$ cat src/rtl/floor_pkg.sv
// Shared definitions for the floor step counter.
//   DIR_UP / DIR_DOWN          : encoding of the up_down input
//   DEFAULT_NUM_FLOORS         : default floor count
//   DEFAULT_TICKS_PER_FLOOR    : default enabled cycles per one-floor step
//   floor_index_width()        : width of a floor index, never below 1 bit
package floor_pkg;

   localparam logic DIR_UP   = 1'b1;
   localparam logic DIR_DOWN = 1'b0;

   localparam int DEFAULT_NUM_FLOORS      = 8;
   localparam int DEFAULT_TICKS_PER_FLOOR = 4;

   function automatic int floor_index_width(input int num_floors);
      return (num_floors > 2) ? $clog2(num_floors) : 1;
   endfunction

endpackage

$ cat src/rtl/step_prescaler.sv
// Tick prescaler for the floor step counter.
//   clk     : rising-edge clock
//   reset   : synchronous active-high reset, clears the tick count
//   run     : count this cycle; when low the tick count clears
//   restart : treat the current tick as 0 this cycle (direction change)
//   tc      : terminal count, high in the cycle that completes TICKS runs
module step_prescaler
   import floor_pkg::*;
#(
   parameter int TICKS = DEFAULT_TICKS_PER_FLOOR
) (
   input  logic clk,
   input  logic reset,
   input  logic run,
   input  logic restart,
   output logic tc
);

   localparam int TW = (TICKS > 1) ? $clog2(TICKS) : 1;
   localparam logic [TW-1:0] LAST = TW'(TICKS - 1);

   logic [TW-1:0] tick;
   logic [TW-1:0] tick_eff;

   // A restart counts the current cycle as the first tick of a fresh run,
   // so any partial progress in the old direction is discarded.
   assign tick_eff = restart ? '0 : tick;
   assign tc       = run && (tick_eff == LAST);

   always_ff @(posedge clk) begin
      if (reset) begin
         tick <= '0;
      end else if (!run || tc) begin
         tick <= '0;
      end else begin
         tick <= tick_eff + TW'(1);
      end
   end

endmodule

$ cat src/rtl/floor_step_counter.sv
// Floor position counter that steps one floor after TICKS_PER_FLOOR
// consecutive enabled cycles, saturating at the bottom and top floors.
//   clk        : rising-edge clock
//   reset      : synchronous active-high reset
//   enable     : motion request
//   up_down    : 1 = up, 0 = down
//   load       : synchronous preset of count (beats enable)
//   load_value : preset floor index, clamped to the top floor
//   count      : current floor index (registered)
//   step       : one-cycle pulse when count shows a stepped value
//   limit_hit  : registered, enable pushing against a boundary
//   at_top     : count == NUM_FLOORS-1
//   at_bottom  : count == 0
module floor_step_counter
   import floor_pkg::*;
#(
   parameter int  NUM_FLOORS      = DEFAULT_NUM_FLOORS,
   parameter int  TICKS_PER_FLOOR = DEFAULT_TICKS_PER_FLOOR,
   localparam int W               = floor_index_width(NUM_FLOORS)
) (
   input  logic         clk,
   input  logic         reset,
   input  logic         enable,
   input  logic         up_down,
   input  logic         load,
   input  logic [W-1:0] load_value,
   output logic [W-1:0] count,
   output logic         step,
   output logic         limit_hit,
   output logic         at_top,
   output logic         at_bottom
);

   localparam logic [W-1:0] TOP = W'(NUM_FLOORS - 1);

   function automatic logic [W-1:0] clamp_floor(input logic [W-1:0] v);
      if (int'(v) > NUM_FLOORS - 1) begin
         return TOP;
      end
      return v;
   endfunction

   logic dir_q;
   logic legal;
   logic run;
   logic restart;
   logic tc;

   assign at_top    = (count == TOP);
   assign at_bottom = (count == '0);

   assign legal   = (up_down == DIR_UP) ? !at_top : !at_bottom;
   assign run     = !load && enable && legal;
   assign restart = (up_down != dir_q);

   step_prescaler #(
      .TICKS (TICKS_PER_FLOOR)
   ) u_prescaler (
      .clk     (clk),
      .reset   (reset),
      .run     (run),
      .restart (restart),
      .tc      (tc)
   );

   always_ff @(posedge clk) begin
      if (reset) begin
         count     <= '0;
         step      <= 1'b0;
         limit_hit <= 1'b0;
         dir_q     <= DIR_UP;
      end else begin
         dir_q     <= up_down;
         step      <= 1'b0;
         limit_hit <= 1'b0;
         if (load) begin
            count <= clamp_floor(load_value);
         end else if (enable) begin
            if (!legal) begin
               limit_hit <= 1'b1;
            end else if (tc) begin
               count <= (up_down == DIR_UP) ? count + W'(1) : count - W'(1);
               step  <= 1'b1;
            end
         end
      end
   end

endmodule

$ cat config.mk
export PLATFORM = sky130hd
export DESIGN_NAME = floor_step_counter
export DESIGN_NICKNAME = d
export VERILOG_FILES = /design/src/rtl/floor_pkg.sv /design/src/rtl/step_prescaler.sv /design/src/rtl/floor_step_counter.sv
export SDC_FILE = /design/constraint.sdc
export NUM_CORES = 1
export LEC_CHECK = 0
export ABC_AREA = 1
export BUFFER_PORTS_ARGS = -buffer_cell sky130_fd_sc_hd__buf_4
export CAP_MARGIN = 20
export CORE_AREA = 2 2 39 41
export CTS_BUF_LIST = sky130_fd_sc_hd__clkbuf_8
export CTS_CLUSTER_SIZE = 25
export DETAILED_ROUTE_END_ITERATION = 16
export DIE_AREA = 0 0 41 43
export GPL_TIMING_DRIVEN = 0
export SETUP_SLACK_MARGIN = 0.3
export SKIP_CTS_REPAIR_TIMING = 1
export SLEW_MARGIN = 20
export SYNTH_ARGS = -nofsm -noshare
export SYNTH_HDL_FRONTEND = slang
export SYNTH_SLANG_ARGS = --single-unit
export TNS_END_PERCENT = 100
$ cat constraint.sdc
create_clock -name clk -period 1.5 [get_ports clk]
set_input_delay 0 -clock clk [delete_from_list [all_inputs] [get_ports clk]]
set_output_delay 0 -clock clk [all_outputs]
set_load 0.1 [all_outputs]
== Yosys cells after proc, flatten, opt, wreduce, memory -nomap -nowiden ==
Index checks and enable logic that the tools add are counted.

* Bits of input ports: 8
* Logic and storage cells: 38
* Register bits: 8
* Output and inout port bits: 7

* Bitwise gates (word level): 2
* Mux-type cells: 9
* Eq/ne operators: 3
* Reduce and logical (&&, ||, !) cells: 16
* $add $sub $neg: 3

{| class="wikitable"
|+ Operator list
! operator !! count
|-
| $mux 3 || 5
|-
| $reduce_bool 2->1 || 3
|-
| $logic_not 1->1 || 4
|-
| $reduce_or 4->1 || 1
|-
| $add 3x1->3 const B || 1
|-
| $eq 3x3->1 const B || 1
|-
| $logic_and 1x1->1 || 3
|-
| $logic_not 3->1 || 1
|-
| $mux 1 || 3
|-
| $reduce_and 3->1 || 1
|-
| $reduce_or 3->1 || 1
|-
| $sub 3x1->3 const B || 1
|-
| $add 2x1->2 const B || 1
|-
| $eq 2x2->1 const B || 1
|-
| $mux 2 || 1
|-
| $not 1->1 || 2
|-
| $reduce_or 2->1 || 1
|-
| $logic_or 1x1->1 || 1
|-
| $ne 1x1->1 || 1
|}

== Depth between registers and ports, before layout ==
Gate-level depths: netlist of the first run.

* Depth in word-level cells: 9
* Mapped depth: 10
* Mapped depth without buffers: 10

== Modules after synthesis ==
Synthesis of the first run repeated with hierarchy kept, for this count alone.

* Cells, all modules: 73
* Area, all modules: 511.7 µm²

{| class="wikitable"
|+ By module, submodules not included
! module !! cells an instance !! area each (µm²) !! instances !! sequential area each (µm²)
|-
| floor_step_counter || 58 || 405.4 || 1 || 120.1
|-
| step_prescaler || 15 || 106.4 || 1 || 40.0
|}

== Worst setup path before layout of the first run ==
Ideal clock, no wire load.

* Path type: register to output
* From: reg count[1]
* To: out at_bottom
* Setup slack: -1.426 ns
* Cell stages (with the launch flop): 2
* Data arrival time: 2.926 ns
* Data required time: 1.500 ns
* Path through: dfxtp_1 > nor3_1

* Word-level cells in the longest chain between the ends: 1

{| class="wikitable"
|+ Ends and longest elaborated chain
! item !! line !! source
|-
| start, declared || floor_step_counter.sv:27 || <nowiki>output logic [W-1:0] count,</nowiki>
|-
| start signal, assigned || floor_step_counter.sv:77 || <nowiki>count <= clamp_floor(load_value);</nowiki>
|-
| start signal, assigned || floor_step_counter.sv:82 || <nowiki>count <= (up_down == DIR_UP) ? count + W'(1) : count - W'(1);</nowiki>
|-
| $logic_not 3->1 || floor_step_counter.sv:50 || <nowiki>assign at_bottom = (count == '0);</nowiki>
|-
| end, declared || floor_step_counter.sv:31 || <nowiki>output logic at_bottom</nowiki>
|}

Every way passes these cells.

== Worst setup path in the final report of the first run ==
* From: reg dir_q
* To: reg count[0]

* Word-level cells in the longest chain between the ends: 6

{| class="wikitable"
|+ Ends and longest elaborated chain
! item !! line !! source
|-
| start, declared || floor_step_counter.sv:43 || <nowiki>logic dir_q;</nowiki>
|-
| start signal, assigned || floor_step_counter.sv:73 || <nowiki>dir_q <= up_down;</nowiki>
|-
| $ne 1x1->1 || floor_step_counter.sv:54 || <nowiki>assign restart = (up_down != dir_q);</nowiki>
|-
| $mux 2 || step_prescaler.sv:27 || <nowiki>assign tick_eff = restart ? '0 : tick;</nowiki>
|-
| $eq 2x2->1 || step_prescaler.sv:28 || <nowiki>assign tc = run && (tick_eff == LAST);</nowiki>
|-
| $logic_and 1x1->1 || step_prescaler.sv:28 ||
|-
| $reduce_bool 2->1 (no source line) || - ||
|-
| $reduce_and 3->1 (no source line) || - ||
|}

Every way passes these cells.
A chain may end at the register's enable or synchronous reset.

==> metrics.csv, run 1 <==
metric,value,unit
hold_viol_final,3,
path_max_fanout,5,
insertion_delay,0.23,ns
fmax,0.7294,GHz
min-delay-start,reset,
finalSetupViolations,0,
grt_pass1_wl,1.497,mm
peakVddDrop,0.5320,mV
grt_max_degree,9,
relSlewSlack,81.45,%
grt_antenna_before_repair,0,
worstHoldEndpoint,count[0]$_SDFFE_PP0P_,
tritoncts,done,
p_leak,0.3096,nW
rsz0062_at_grt,true,
p_clk_share,39.9,%
dp_slack,0.1390,ns
dr.first_iter.drc_count,2,
wirelength,939,um
synth.area.top_cells,"dfxtp_1, nand2_1, nor2_1",
clk_pin_slew_worst_paths,0.05,ns
n_antenna_cell,0,
synth_nets,68,
io-pin-count,15,
die-area,1763,um2
gp_congestion,0.6471,
cts_made_buffers,3,
ys_seq_area_share,35.46,%
rrSetupSlack,0.13,ns
min_period,1.371,ns
core,1384,um2
via_count,426,
power.switching,0.2261,mW
hold_depth,2,
timing.final.crit_share,91.40,%
start_util,32.64,%
p_int,0.4513,mW
cts.sinks,8,
drc,0,
synth_top_area_share,35.46,%
hp-class,input pin to register,
synth_area,451.7,um2
io_buffer_count,14,
slew_viol_final,0,
fin_area,698.2,um2
drtAntennaViolNets,0,
drt_first_pass_iters,3,
ys_types,19,
rr_startpoint,dir_q$_SDFF_PP1_,
avgSynthCellArea,7.788,um2
crit_path_start_kind,register,
finalSetupTns,0,ns
yosysWarnings,0,
cp-end-kind,register,
synth-seq-cells,8,
switching_share,33.37,%
fin_ws,0.1290,ns
final_common_cell,buf_4,
hold_ws,-0.01957,ns
pwr-share-seq,34.9,%
rows,14,
timing.reg2reg.worst_path_depth,9,
drv_cap,0,
syn_inst,58,
cts_buffer_depth,2,
dp_hpwl,706.5,um
required,1.67,ns
violations,negative hold slack,
p_comb_share,25.2,%
wl_per_cell,9.989,um
final_cell_mix,"buf_4, nand2_1, inv_1",
finalClockSkew,0.006803,ns
die_h,43,um
grt_use_total,13.37,%
outcome,finished with violations,
overflow,0,
grt_pass1_vias,364,
synthToLayoutAreaGrowth,54.57,%
nets,89,
crit_type,register to register,
clock-root-buffer,clkbuf_8,
grtUsageMet3,6.283,%
critPathArrivalTime,1.54,ns
drive_gt1_share,53.85,%
fp.dieW,41,um
p_per_area,970.3,nW/um2
worst_slew_pin_slew,0.2805,ns
dpl-instance-area,606.8,um2
cts.htree.levels,1,
reg2reg_to,count[0]$_SDFFE_PP0P_,
met1_usage,15.16,%
yosys.area.top_type,dfxtp_1,
vias_per_cell,4.532,
met2_usage,18.44,%
grt_busiest_layer,met2,
-- Yosys cell counts --
| cell | n |
|---|---|
| nand3_2 | 1 |
| nand2_2 | 2 |
| nand3_4 | 1 |
| fa_1 | 1 |
| nor3_1 | 1 |
| dfxtp_1 | 8 |
| nand3_1 | 5 |
| nand4_2 | 1 |
| a21oi_1 | 2 |
| nand2_1 | 13 |
| o21ai_0 | 1 |
| nor3b_1 | 1 |
| ha_1 | 1 |
| inv_2 | 2 |
| nor2_4 | 2 |
| nor2_1 | 7 |
| inv_1 | 6 |
| xnor2_1 | 1 |
| xor2_1 | 2 |
-- critical path, cell delays in order (launching register included) --
cell and delay (ns):
dfxtp_2 0.32, xor2_2 0.15, nor2_2 0.13, ha_2 0.18, inv_2 0.05, nor2_4 0.09
nand3_4 0.11, nand2_2 0.11, nand2_2 0.05, a21oi_2 0.12
-- cell type report --
| class | count | area, um2 |
|---|---|---|
| Timing Repair Buffer | 16 | 120.1 |
| Multi-Input combinational cell | 42 | 310.3 |
| Fill cell | 130 | 685.7 |
| Sequential cell | 8 | 172.7 |
| Clock inverter | 1 | 3.754 |
| Inverter | 8 | 30.03 |
| Tap cell | 16 | 20.02 |
| Clock buffer | 3 | 41.29 |
-- logic make-up (layout without fill, tap and decap cells) --
kind of cell | after synthesis | in the layout | share of synthesized area [%]
and+or+nand+nor | 34 | 34 | 41.55
DFF | 8 | 8 | 35.46
buffers and inverters | 8 | 28 | 6.648
AOI/OAI and AO/OA | 3 | 3 | 3.323
xor gates and xnor gates | 3 | 3 | 5.818
adders and majority gates | 2 | 2 | 7.202
-- metrics by stage --
stage / cells / utilization, % / total power [mW] / hold slack (ns)
2_1_floorplan: 58 / - / 0.3590 / 0.05936
3_3_place_gp: 88 / 43.85 / 0.4016 / 0.2234
3_5_place_dp: 88 / 43.85 / 0.4033 / 0.2214
4_1_cts: 92 / 47.11 / 0.6798 / -0.02652
5_1_grt: 94 / 50.45 / 0.7139 / -0.02548
6_report: 94 / 50.45 / 0.6774 / -0.01957
-- sequential cells by signal (all words and copies together) (netlist names) --
name,cells
u_prescaler.tick,2
step,1
dir_q,1
count,3
limit_hit,1
-- per-layer routing --
metal | up-vias | wire [um]
li1 | 221 | -
met1 | 190 | 399
met2 | 11 | 451
met3 | 4 | 63
met4 | 0 | 24
met5 | - | 0
-- how the worst max path moves through the flow --
stage | start | to | slack (ns)
floorplan | count[1]$_SDFFE_PP0P_ | count[1]$_SDFFE_PP0P_ | 0.17
global placement | dir_q$_SDFF_PP1_ | count[2]$_SDFFE_PP0P_ | 0.15
detailed placement | dir_q$_SDFF_PP1_ | count[2]$_SDFFE_PP0P_ | 0.14
CTS | dir_q$_SDFF_PP1_ | count[2]$_SDFFE_PP0P_ | 0.14
global route | dir_q$_SDFF_PP1_ | count[0]$_SDFFE_PP0P_ | 0.01
finish | dir_q$_SDFF_PP1_ | count[0]$_SDFFE_PP0P_ | 0.13
-- power by group through the flow --
stage	sequential (mW)	clock [mW]	combinational, mW
floorplan	0.280	0	0.0790
global placement	0.240	0	0.162
detailed placement	0.240	0	0.164
CTS	0.236	0.280	0.164
global route	0.238	0.291	0.185
finish	0.236	0.270	0.171
(Power assumes the default switching activity.)
==> run 2, diff against run 1 <==
==> constraint.sdc (replaced) <==
create_clock -name clk -period 1.1 [get_ports clk]
set_input_delay 0 -clock clk [delete_from_list [all_inputs] [get_ports clk]]
set_output_delay 0 -clock clk [all_outputs]
set_load 0.1 [all_outputs]
==> run 2 against run 1 <==
  * The run ends with negative hold slack, negative setup slack left
  * Clock-buffer cell count unchanged
  * Global-route usage down 0.60 points
  * Combinational power up 71%
  * Sequential share of layout area down 3.4 points
  * Sequential cell count unchanged
  * Critical endpoint is now count[1]$_SDFFE_PP0P_
  * Sequential power up 40%
  * Largest cell class unchanged
  * Highest routed layer unchanged
==> metrics.csv, run 2 (synthesis results as in run 1) <==
metric,value,unit
dp_hpwl,666.4,um
fp.dieW,41,um
dr.first_iter.drc_count,0,
reg2reg_to,count[1]$_SDFFE_PP0P_,
crit_type,register to register,
io-pin-count,15,
clk_pin_slew_worst_paths,0.05,ns
grt_pass1_wl,1.407,mm
power,0.9888,mW
postLayoutCoreUtil,58.95,%
timing.final.crit_share,126.6,%
critPathArrivalTime,1.55,ns
rrSetupSlack,-0.29,ns
overflow,0,
wirelength,1.005,mm
start_util,32.64,%
gp_congestion,0.6931,
violations,"negative hold slack, negative setup slack",
final_cell_mix,"nand2_1, buf_4, inv_1",
drc,0,
switching_share,32.85,%
peakVddDrop,0.6667,mV
worst_slew_pin_slew,0.2016,ns
fmax,0.7183,GHz
dr_wl_met2,531,um
required,1.26,ns
p_int,0.6640,mW
power.switching,0.3249,mW
cp-endpoint,count[1]$_SDFFE_PP0P_,
die-area,1763,um2
finalSetupTns,-0.9803,ns
grt_pass1_vias,348,
fill_cells,119,
cpMaxStageDelayCell,dfxtp_1,
grt_use_total,12.76,%
finalClockSkew,0.006144,ns
via_count,443,
largest_reg_flops,3,
grt_max_degree,9,
n_antenna_cell,0,
timing.reg2reg.worst_path_depth,9,
grt_antenna_before_repair,0,
relSlewSlack,86.59,%
cpMostUsedCell,nand2_2,
nets,92,
dpl-instance-area,609.3,um2
vias_per_cell,4.567,
core,1384,um2
cts_buffer_depth,2,
tritoncts,done,
slew_viol_final,0,
wl_per_cell,10.36,um
routed.top_layer,met4,
multi_input_area,326.6,um2
drv_cap,0,
rr_startpoint,dir_q$_SDFF_PP1_,
cts.htree.levels,1,
cp-startpoint,dir_q$_SDFF_PP1_,
outcome,finished with violations,
regArea,173.9,um2
rsz0062_at_grt,true,
p_leak,0.3564,nW
hold_ws,-0.01270,ns
drtAntennaViolNets,0,
insertion_delay,0.23,ns
path_max_fanout,5,
fin_ws,-0.2922,ns
reg_top3,"count: 3 flops, u_prescaler.tick: 2 flops",
clock-root-buffer,clkbuf_8,
die_h,43,um
p_per_area,1212,nW/um2
fin_area,815.8,um2
finalSetupViolations,7,
crit_path_start_kind,register,
rows,14,
cp-end-kind,register,
cpPeakStageDelay,0.30,ns
hold_viol_final,2,
dr_wl_met3,37,um
met1_length,407,um
drive_gt1_share,58.02,%
pwr-share-seq,33.4,%
p_comb_share,29.6,%
drt_first_pass_iters,1,
p_clk_share,37.0,%
cts_made_buffers,3,
top_register,count,
io_buffer_count,14,
min_period,1.392,ns
cts.sinks,8,
hp-class,input pin to register,
synthToLayoutAreaGrowth,80.61,%
crit_chain,xor2_1 -> nor2_1 -> ha_2 -> inv_2 -> nor2_4 -> nand3_4 -> nand2_2 -> nand2_2 -> a21oi_2,
## run 2: how the worst min path moves through the flow
stage,start,to,cells after the start
3_5_place_dp,reset,count[0]$_SDFFE_PP0P_,2
6_report,reset,count[0]$_SDFFE_PP0P_,2
5_1_grt,reset,count[0]$_SDFFE_PP0P_,2
3_3_place_gp,reset,count[1]$_SDFFE_PP0P_,2
2_1_floorplan,reset,count[0]$_SDFFE_PP0P_,1
4_1_cts,reset,count[1]$_SDFFE_PP0P_,2
## run 2: stage by stage
step	setup WS, ns	std cells
6_report	-0.2922	97
2_1_floorplan	-0.2333	58
5_1_grt	-0.3717	97
3_3_place_gp	-0.2499	88
3_5_place_dp	-0.2722	88
4_1_cts	-0.2753	92
## run 2: per-layer routing
metal,vias to the layer above,track usage [%]
met5,-,0
met4,0,12.00
met3,4,4.712
met2,10,17.81
met1,202,13.87
li1,227,-
## run 2: critical path, delay by kind of cell, from the launching register on
kind            cells  cell delay, ns
simple gates        5            0.52
flops               1            0.30
fa+ha+maj           1            0.20
xor+xnor            1            0.15
compound gates      1            0.12
buf+inv             1            0.05
## run 2: cell type report
cell class,count,share of cell area [%]
well taps,16,2.454
clock inverters,1,0.4601
clock buffers,3,5.061
multi-input cells,42,40.03
flip-flops and latches,8,21.32
inverters,8,3.681
repair buffers,19,26.99
## run 2: power groups by stage
stage | Clock [mW] | Sequential [mW] | Combinational (mW)
2_1_floorplan | 0 | 0.382 | 0.108
3_3_place_gp | 0 | 0.327 | 0.221
3_5_place_dp | 0 | 0.327 | 0.222
4_1_cts | 0.380 | 0.322 | 0.222
5_1_grt | 0.392 | 0.332 | 0.313
6_report | 0.366 | 0.330 | 0.293
